--- config.mk ---
export PLATFORM = sky130hd
export DESIGN_NAME = fifo_modport
export DESIGN_NICKNAME = d
export VERILOG_FILES = /design/src/rtl/fifo_pkg.sv /design/src/rtl/fifo_mem.sv /design/src/rtl/fifo_modport.sv
export SDC_FILE = /design/constraint.sdc
export NUM_CORES = 1
export LEC_CHECK = 0
export ABC_AREA = 1
export BUFFER_PORTS_ARGS = -buffer_cell sky130_fd_sc_hd__buf_2
export CORE_ASPECT_RATIO = 1.2
export CORE_UTILIZATION = 45
export DETAILED_ROUTE_END_ITERATION = 8
export HOLD_SLACK_MARGIN = 0.03
export SLEW_MARGIN = 0
export SYNTH_ARGS = -nofsm -noshare
export SYNTH_HDL_FRONTEND = slang
export SYNTH_SLANG_ARGS = --single-unit
--- constraint.sdc ---
create_clock -name clk -period 2.5 [get_ports clk]
set_clock_uncertainty 0.05 [all_clocks]
set_input_delay 0.25 -clock clk [delete_from_list [all_inputs] [get_ports clk]]
set_output_delay 0.25 -clock clk [all_outputs]
set_load 0.02 [all_outputs]
--- src/rtl/fifo_pkg.sv ---
`default_nettype none
// ============================================================================
// Module   : fifo_pkg
// Purpose  : Shared defaults and depth derivation for the fifo_modport FIFO.
// Revision : 1.0 - initial release
// ============================================================================
package fifo_pkg;

  // Default data width of fifo_in / fifo_out.
  localparam int DATA_WIDTH_DEF = 8;

  // Default width of the occupancy counter. Pointers are one bit narrower,
  // so the counter can represent 0..DEPTH inclusive.
  localparam int FIFO_WIDTH_DEF = 5;

  // Storage depth implied by a given counter width.
  function automatic int depth_of(input int fifo_width);
    return 2 ** (fifo_width - 1);
  endfunction

  // Depth at the default counter width (16 entries).
  localparam int DEPTH_DEF = depth_of(FIFO_WIDTH_DEF);

  // Almost-empty / almost-full threshold defaults.
  localparam int P_EMPTY_TH_DEF = 2;
  localparam int P_FULL_TH_DEF  = DEPTH_DEF - 2;

endpackage : fifo_pkg
`default_nettype wire

--- src/rtl/fifo_mem.sv ---
`default_nettype none
// ============================================================================
// Module   : fifo_mem
// Purpose  : DEPTH x DATA_WIDTH register array, synchronous write port and
//            registered read port. Array contents are never reset; only the
//            read register clears.
// Revision : 1.0 - initial release
// ============================================================================
module fifo_mem #(
  parameter int DATA_WIDTH = 8,
  parameter int ADDR_WIDTH = 4
) (
  input  logic                  clk,
  input  logic                  rst,      // asynchronous, active-low
  input  logic                  wr_en,
  input  logic [ADDR_WIDTH-1:0] wr_addr,
  input  logic [DATA_WIDTH-1:0] wr_data,
  input  logic                  rd_en,
  input  logic [ADDR_WIDTH-1:0] rd_addr,
  output logic [DATA_WIDTH-1:0] rd_data
);

  localparam int DEPTH = 2 ** ADDR_WIDTH;

  logic [DATA_WIDTH-1:0] mem [DEPTH];

  // Write port: store the word at the write address on an accepted write.
  always_ff @(posedge clk) begin
    if (wr_en) begin
      mem[wr_addr] <= wr_data;
    end
  end

  // Read port: capture the addressed word; hold it when no read is accepted.
  // A write to the same address on the same edge returns the old contents,
  // which is what a simultaneous read/write at full requires.
  always_ff @(posedge clk or negedge rst) begin
    if (!rst) begin
      rd_data <= '0;
    end else if (rd_en) begin
      rd_data <= mem[rd_addr];
    end
  end

endmodule : fifo_mem
`default_nettype wire

--- src/rtl/fifo_modport.sv ---
`default_nettype none
// ============================================================================
// Module   : fifo_modport
// Purpose  : Single-clock synchronous FIFO with registered read data,
//            occupancy counter, full/empty, almost-full/almost-empty and
//            registered overflow/underflow pulses. Illegal requests are
//            dropped without touching stored data.
// Revision : 1.0 - initial release
// ============================================================================
module fifo_modport
  import fifo_pkg::*;
#(
  parameter int DATA_WIDTH = DATA_WIDTH_DEF,
  parameter int FIFO_WIDTH = FIFO_WIDTH_DEF,
  parameter int P_EMPTY_TH = P_EMPTY_TH_DEF,
  parameter int P_FULL_TH  = depth_of(FIFO_WIDTH) - 2
) (
  input  logic                  clk,
  input  logic                  rst,        // asynchronous, active-low
  input  logic                  wr_enb,
  input  logic [DATA_WIDTH-1:0] fifo_in,
  input  logic                  rd_enb,
  output logic [DATA_WIDTH-1:0] fifo_out,
  output logic                  empty,
  output logic                  full,
  output logic                  p_empty,
  output logic                  p_full,
  output logic                  overflow,
  output logic                  underflow,
  output logic [FIFO_WIDTH-1:0] f_counter
);

  localparam int DEPTH = depth_of(FIFO_WIDTH);
  localparam int PTR_W = FIFO_WIDTH - 1;

  // Width-matched constants for counter and pointer arithmetic/compares.
  localparam logic [FIFO_WIDTH-1:0] CNT_ONE   = FIFO_WIDTH'(1);
  localparam logic [FIFO_WIDTH-1:0] CNT_DEPTH = FIFO_WIDTH'(DEPTH);
  localparam logic [FIFO_WIDTH-1:0] CNT_E_TH  = FIFO_WIDTH'(P_EMPTY_TH);
  localparam logic [FIFO_WIDTH-1:0] CNT_F_TH  = FIFO_WIDTH'(P_FULL_TH);
  localparam logic [PTR_W-1:0]      PTR_ONE   = PTR_W'(1);

  logic [PTR_W-1:0] wp;
  logic [PTR_W-1:0] rp;
  logic             wr_en_ok;
  logic             rd_en_ok;
  logic             wr_rejected;
  logic             rd_rejected;

  // Status flags are pure decodes of the registered occupancy count.
  always_comb begin
    empty   = (f_counter == '0);
    full    = (f_counter == CNT_DEPTH);
    p_empty = (f_counter <= CNT_E_TH);
    p_full  = (f_counter >= CNT_F_TH);
  end

  // Request qualification. A write at full is still legal when a read frees
  // a slot on the same edge; a read at empty is never legal, so data written
  // into an empty FIFO cannot fall straight through to fifo_out.
  always_comb begin
    wr_en_ok    = wr_enb & (~full | rd_enb);
    rd_en_ok    = rd_enb & ~empty;
    wr_rejected = wr_enb & full & ~rd_enb;
    rd_rejected = rd_enb & empty;
  end

  // Write pointer: advance on every accepted write, wrapping naturally.
  always_ff @(posedge clk or negedge rst) begin
    if (!rst) begin
      wp <= '0;
    end else if (wr_en_ok) begin
      wp <= wp + PTR_ONE;
    end
  end

  // Read pointer: advance on every accepted read, wrapping naturally.
  always_ff @(posedge clk or negedge rst) begin
    if (!rst) begin
      rp <= '0;
    end else if (rd_en_ok) begin
      rp <= rp + PTR_ONE;
    end
  end

  // Occupancy: +1 for write only, -1 for read only, hold otherwise.
  always_ff @(posedge clk or negedge rst) begin
    if (!rst) begin
      f_counter <= '0;
    end else begin
      case ({wr_en_ok, rd_en_ok})
        2'b10:   f_counter <= f_counter + CNT_ONE;
        2'b01:   f_counter <= f_counter - CNT_ONE;
        default: f_counter <= f_counter;
      endcase
    end
  end

  // Error pulses: re-evaluated every edge, so a sustained illegal request
  // keeps the corresponding pulse high for as long as it persists.
  always_ff @(posedge clk or negedge rst) begin
    if (!rst) begin
      overflow  <= 1'b0;
      underflow <= 1'b0;
    end else begin
      overflow  <= wr_rejected;
      underflow <= rd_rejected;
    end
  end

  fifo_mem #(
    .DATA_WIDTH (DATA_WIDTH),
    .ADDR_WIDTH (PTR_W)
  ) u_mem (
    .clk     (clk),
    .rst     (rst),
    .wr_en   (wr_en_ok),
    .wr_addr (wp),
    .wr_data (fifo_in),
    .rd_en   (rd_en_ok),
    .rd_addr (rp),
    .rd_data (fifo_out)
  );

endmodule : fifo_modport
`default_nettype wire

# Word level (Yosys, flattened, before mapping)
# Memory sizes are Yosys's and may differ from the RTL's. A register that Yosys moved wholly into a read port is not among the register bits.
# Cells that the tools add are included.
# op_classes
add_sub_neg	4
multipliers	0
div	0
n_lt_le_gt_ge	2
n_eq_ne	3
shifts	0
muxes	3
bitwise_logic	9
n_reduce_logical	3
# ops
operator	count
5-bit case mux with 2 select lines	1
4-bit by 1-bit adder with 4-bit output (second input constant)	2
5-bit by 1-bit adder with 5-bit output (second input constant)	1
1-bit AND	5
5-bit equality test (second input constant)	1
5-bit by 4-bit greater-or-equal comparator with 1-bit output (second input constant)	1
5-bit by 2-bit <= comparator with 1-bit output (second input constant)	1
5-bit logical NOT	1
5-bit by 1-bit subtractor with 5-bit output (second input constant)	1
1-bit NOT	3
2-bit by 1-bit equality test with 1-bit output (second input constant)	1
2-bit equality test (second input constant)	1
1-bit two-way mux	2
2-bit nonzero test	1
1-bit logical NOT	1
1-bit bitwise OR	1
# word_totals
ff_bits	15
latch_bits	0
ram_bits	128
romBits	0
inputBits	12
output_inout_bits	19
wordCells	30
n_memories	1
# memory_table
name	depth	word_bits	rd	rd_ports_with_merged_regs	wr	line_no	rtl
u_mem.mem	16	8	1	1	1	fifo_mem.sv:25	logic [DATA_WIDTH-1:0] mem [DEPTH];

# Depth between registers and ports, before layout
# depth
ltp_word	6
ltp_mapped	17
depth_no_buf	16

# By module
# Synthesis repeated with hierarchy kept, for this count alone.
# unflattened
hier_cells	595
area_unflattened_um2	6546.3
# modules_own_cells
module	instances	cells_each	area_per_inst_um2	seq_area_each_um2
fifo_mem	1	483	5635.4	4043.9
fifo_modport	1	112	910.9	375.4

# Worst setup path before layout
# No wires, ideal clock.
# synth_path
path_type	register to register
from	register f_counter[0]
to	register f_counter[4]
setup_time_ns	0.066
arrival_time_ns	2.395
setup_slack_ns	-0.011
path_stages_with_launch	16
path_buffers	0
period_less_slack_ns	2.511
path_cell_list	dfrtp_1 -> nor2_1 -> nand3_1 -> nor2_1 -> nand2_1 -> nand2_4 -> ha_1 -> xor2_1 -> ha_1 -> inv_1 -> nand2_1 -> nand3_1 -> nand2_1 -> xor2_1 -> nand2_1 -> nand2_1
# synth_via
elab_chain_cells	6
# synth_rtl
element	line_no	rtl
start, declared	fifo_modport.sv:30	output logic [FIFO_WIDTH-1:0] f_counter
start signal, assigned	fifo_modport.sv:92	2'b10: f_counter <= f_counter + CNT_ONE;
start signal, assigned	fifo_modport.sv:93	2'b01: f_counter <= f_counter - CNT_ONE;
start signal, assigned	fifo_modport.sv:94	default: f_counter <= f_counter;
5-bit equality test *	fifo_modport.sv:53	full = (f_counter == CNT_DEPTH);
named net full	fifo_modport.sv:25	output logic full,
1-bit NOT *	fifo_modport.sv:62	wr_en_ok = wr_enb & (~full | rd_enb);
1-bit bitwise OR *	fifo_modport.sv:62	
1-bit AND *	fifo_modport.sv:62	
2-bit by 1-bit equality test with 1-bit output / 2-bit equality test (equally long branches)	fifo_modport.sv:91	case ({wr_en_ok, rd_en_ok})
5-bit case mux with 2 select lines / 2-bit nonzero test (equally long branches)	--	
# The timed path passes the listed nets; every way through them passes the cells marked *.
# A chain may end at the register's enable or synchronous reset.

# Worst setup path after layout
# layout_path
from	register f_counter[3]
to	register f_counter[4]
# layout_via
elab_chain_cells	6
# layout_rtl
element	line_no
5-bit equality test	fifo_modport.sv:53
1-bit NOT	fifo_modport.sv:62
1-bit bitwise OR	fifo_modport.sv:62
1-bit AND	fifo_modport.sv:62
2-bit by 1-bit equality test with 1-bit output / 2-bit equality test (equally long branches)	fifo_modport.sv:91
5-bit case mux with 2 select lines / 2-bit nonzero test (equally long branches)	--
# Parallel ways exist; a longest one is shown, timed or not.

==> metrics.txt <==
status=complete, no violations; Die H=136 microns; EDFF count, synth=128; most common cell after layout, fill and taps aside=nand2_1; via total after detailed routing=approximately 4600; placed cell area=7200 sq um; layout cell share with drive strength beyond 1=13.3%; initial antenna violation count=0; die area=15500 sq um; GPL Wtd Cong=0.950; pin count of the biggest net entering global routing=67; crit path kind=flip-flop to flip-flop; total track usage=21.4%; CP required=about 2.8 ns; CP endpoint kind=flip-flop; remaining antenna violation count=0; Slew Viols, Final=0; first-pass GRT wire length=24200 microns; final setup violation count=0; Synth Instances=677; post-route setup slack=0.173 ns; routed vias/inst=roughly 4.9; largest area contributor in the netlist=edfxtp_1; diode count=0; DP Cell Count=between 900 and 1000; number of CTS-inserted buffers=17; H-tree depth=4; Hold Path Class=input port to flip-flop; Worst slew margin=around half; Post-Syn Area=6770 sq um; fillers=1290; synthesized flop and latch total=151; Pre-Repair DR Iteration Count=6; CTS tree=built; CTS max path bufs=2; Critical Path AT=about 2.6 ns; Worst-Skew Late Latency=about 0.42 ns; Residual DRC=0; I/O pins=31; min cycle time layout=2.33 ns; nets=745; vias in the first global route=4550; Worst R2R Setup Slack=0.17 ns; syn_area_per_cell=about 10 sq um; drt total wl=15500 microns; Worst setup SP type=flip-flop; Core Region=14500 sq um; Area contributors post-synth=edfxtp_1 57%, nand2_1 12%, dfrtp_1 8.5%; Hold Violations, Final=0; Final Cycle Share=93.1%; GR Overflow Total=0; ys flop type=edfxtp_1; worst-path fanout max=10; clock root buffer=clkbuf_16; CP startpoint=f_counter[3]$_DFFE_PN0P_; RR Startpoint=f_counter[3]$_DFFE_PN0P_; number of DRC markers in iteration 0=373; CP endpoint=f_counter[4]$_DFFE_PN0P_; Fmax=0.430 GHz; FP Rows=48; fraction of registers with async set/reset=15.2%; Ys Warns=0; pwr dens=1150 nW/um^2; # Max-Cap Violations=0; RSZ-0062 raised after global routing=false; worst slew pin tran=0.739 ns; I/O Buffers=30; drt wl/cell=16.5 microns; post-synthesis sequential area ratio=65.3%; Initial Util=46.6%; Pleak=3.52 nW; Synth top area share=56.8%; FF-to-FF End=f_counter[4]$_DFFE_PN0P_; Syn-to-layout area delta=15.4%; most frequent cells in the layout=220 x nand2_1, 128 x edfxtp_1, 114 x inv_1; Synth Net Count=698; reg2reg path depth=16; pre-CTS setup slack=~0.085 ns; final instance area=7810 sq um; die width=between 100 and 150 microns; DPL Wire Length=9610 microns; setup TNS=0 ns; Netlist cell types=24; Max IR drop VDD=0.655 mV; Sink Count=151; CTS clk-pin slew, worst paths=0.06 ns; Layout Cells excl Fill=~940
==> stage by stage <==
stage | power, mW | hold WS, ns | util [%]
after global placement | 6.47 | 0.198 | 49.5
after detailed placement | 6.55 | 0.211 | 49.5
after global routing | 9.49 | 0.0631 | 53.8
final | 8.97 | 0.0638 | 53.8
after floorplan | 5.55 | -0.0956 | -
after CTS | 8.98 | 0.0471 | 53.5
==> final cells by class <==
type	count	area, sq um	area share [%]
multi-input cells	380	1780	22.7
clock inverters	13	130	1.67
flip-flops and latches	151	4420	56.6
clock buffers	19	433	5.54
repair buffers	54	348	4.45
inverters	120	453	5.80
well taps	200	250	3.20
==> synth_stat cells (3+ instances only) <==
cell and instances:
nand2_2 4, dfrtp_1 23, buf_2 16, edfxtp_1 128, nand2_1 220, buf_4 7
o21ai_1 3, o21ai_0 3, xor2_1 8, nor2_1 20, nand3_1 104, inv_1 114
ha_1 9, inv_2 3, nand2_4 3
==> worst min path at each step <==
stage	start	to	slack, ns	depth (start not counted)
finish	rd_enb	underflow$_DFF_PN0_	0.06	3
global route	rd_enb	underflow$_DFF_PN0_	0.06	3
CTS	rd_enb	underflow$_DFF_PN0_	0.05	3
detailed placement	rst	f_counter[4]$_DFFE_PN0P_	0.21	1
global placement	rst	f_counter[4]$_DFFE_PN0P_	0.20	1
floorplan	rst	f_counter[0]$_DFFE_PN0P_	-0.1	0
==> where the power goes <==
part / total (mW) / internal [mW] / switching [mW] / leakage [nW]
sequential: 3.31 / 3.11 / 0.196 / 1.44
combinational: 3.23 / 0.987 / 2.24 / 1.82
clock: 2.43 / 1.46 / 0.974 / 0.263
==> layer usage <==
| layer | track usage [%] | wire, microns |
|---|---|---|
| met1 | 26.5 | 6500 |
| met2 | 36.1 | 7780 |
| met3 | 3.21 | 675 |
| met4 | 11.5 | 530 |
| met5 | 0 | 0 |
==> critical path, stage by stage (launching register included) <==
cell	delay, ns
dfrtp_1	0.46
inv_1	0.09
nand3_1	0.12
inv_1	0.06
nand2_2	0.09
nand2_4	0.10
inv_2	0.09
ha_4	0.19
xor2_2	0.20
ha_1	0.19
inv_1	0.04
nand2_1	0.10
nand3_1	0.09
nand2_1	0.08
xor2_1	0.18
nand2_1	0.07
nand2_1	0.06
==> kinds of logic after synthesis <==
kind of cell    synth area share [%]
simple gates                    21.9
flops                           65.3
buf+inv                         9.03
compound gates                 0.905
xor+xnor                        1.29
fa+ha+maj                       1.66
==> flip-flops by register name, summed over array words and instances, names as in the netlist <==
signal and flops:
f_counter 5, overflow 1, rp 4, u_mem.mem 128, u_mem.rd_data 8, underflow 1, wp 4
==> timing repair <==
action	in CTS	in global routing
resized for setup	0	5
setup buffers	0	0
hold buffers	2	0
endpoints found under the setup margin	0	1
hold endpoints to repair	24	0
Power figures use the tool's default switching activity.
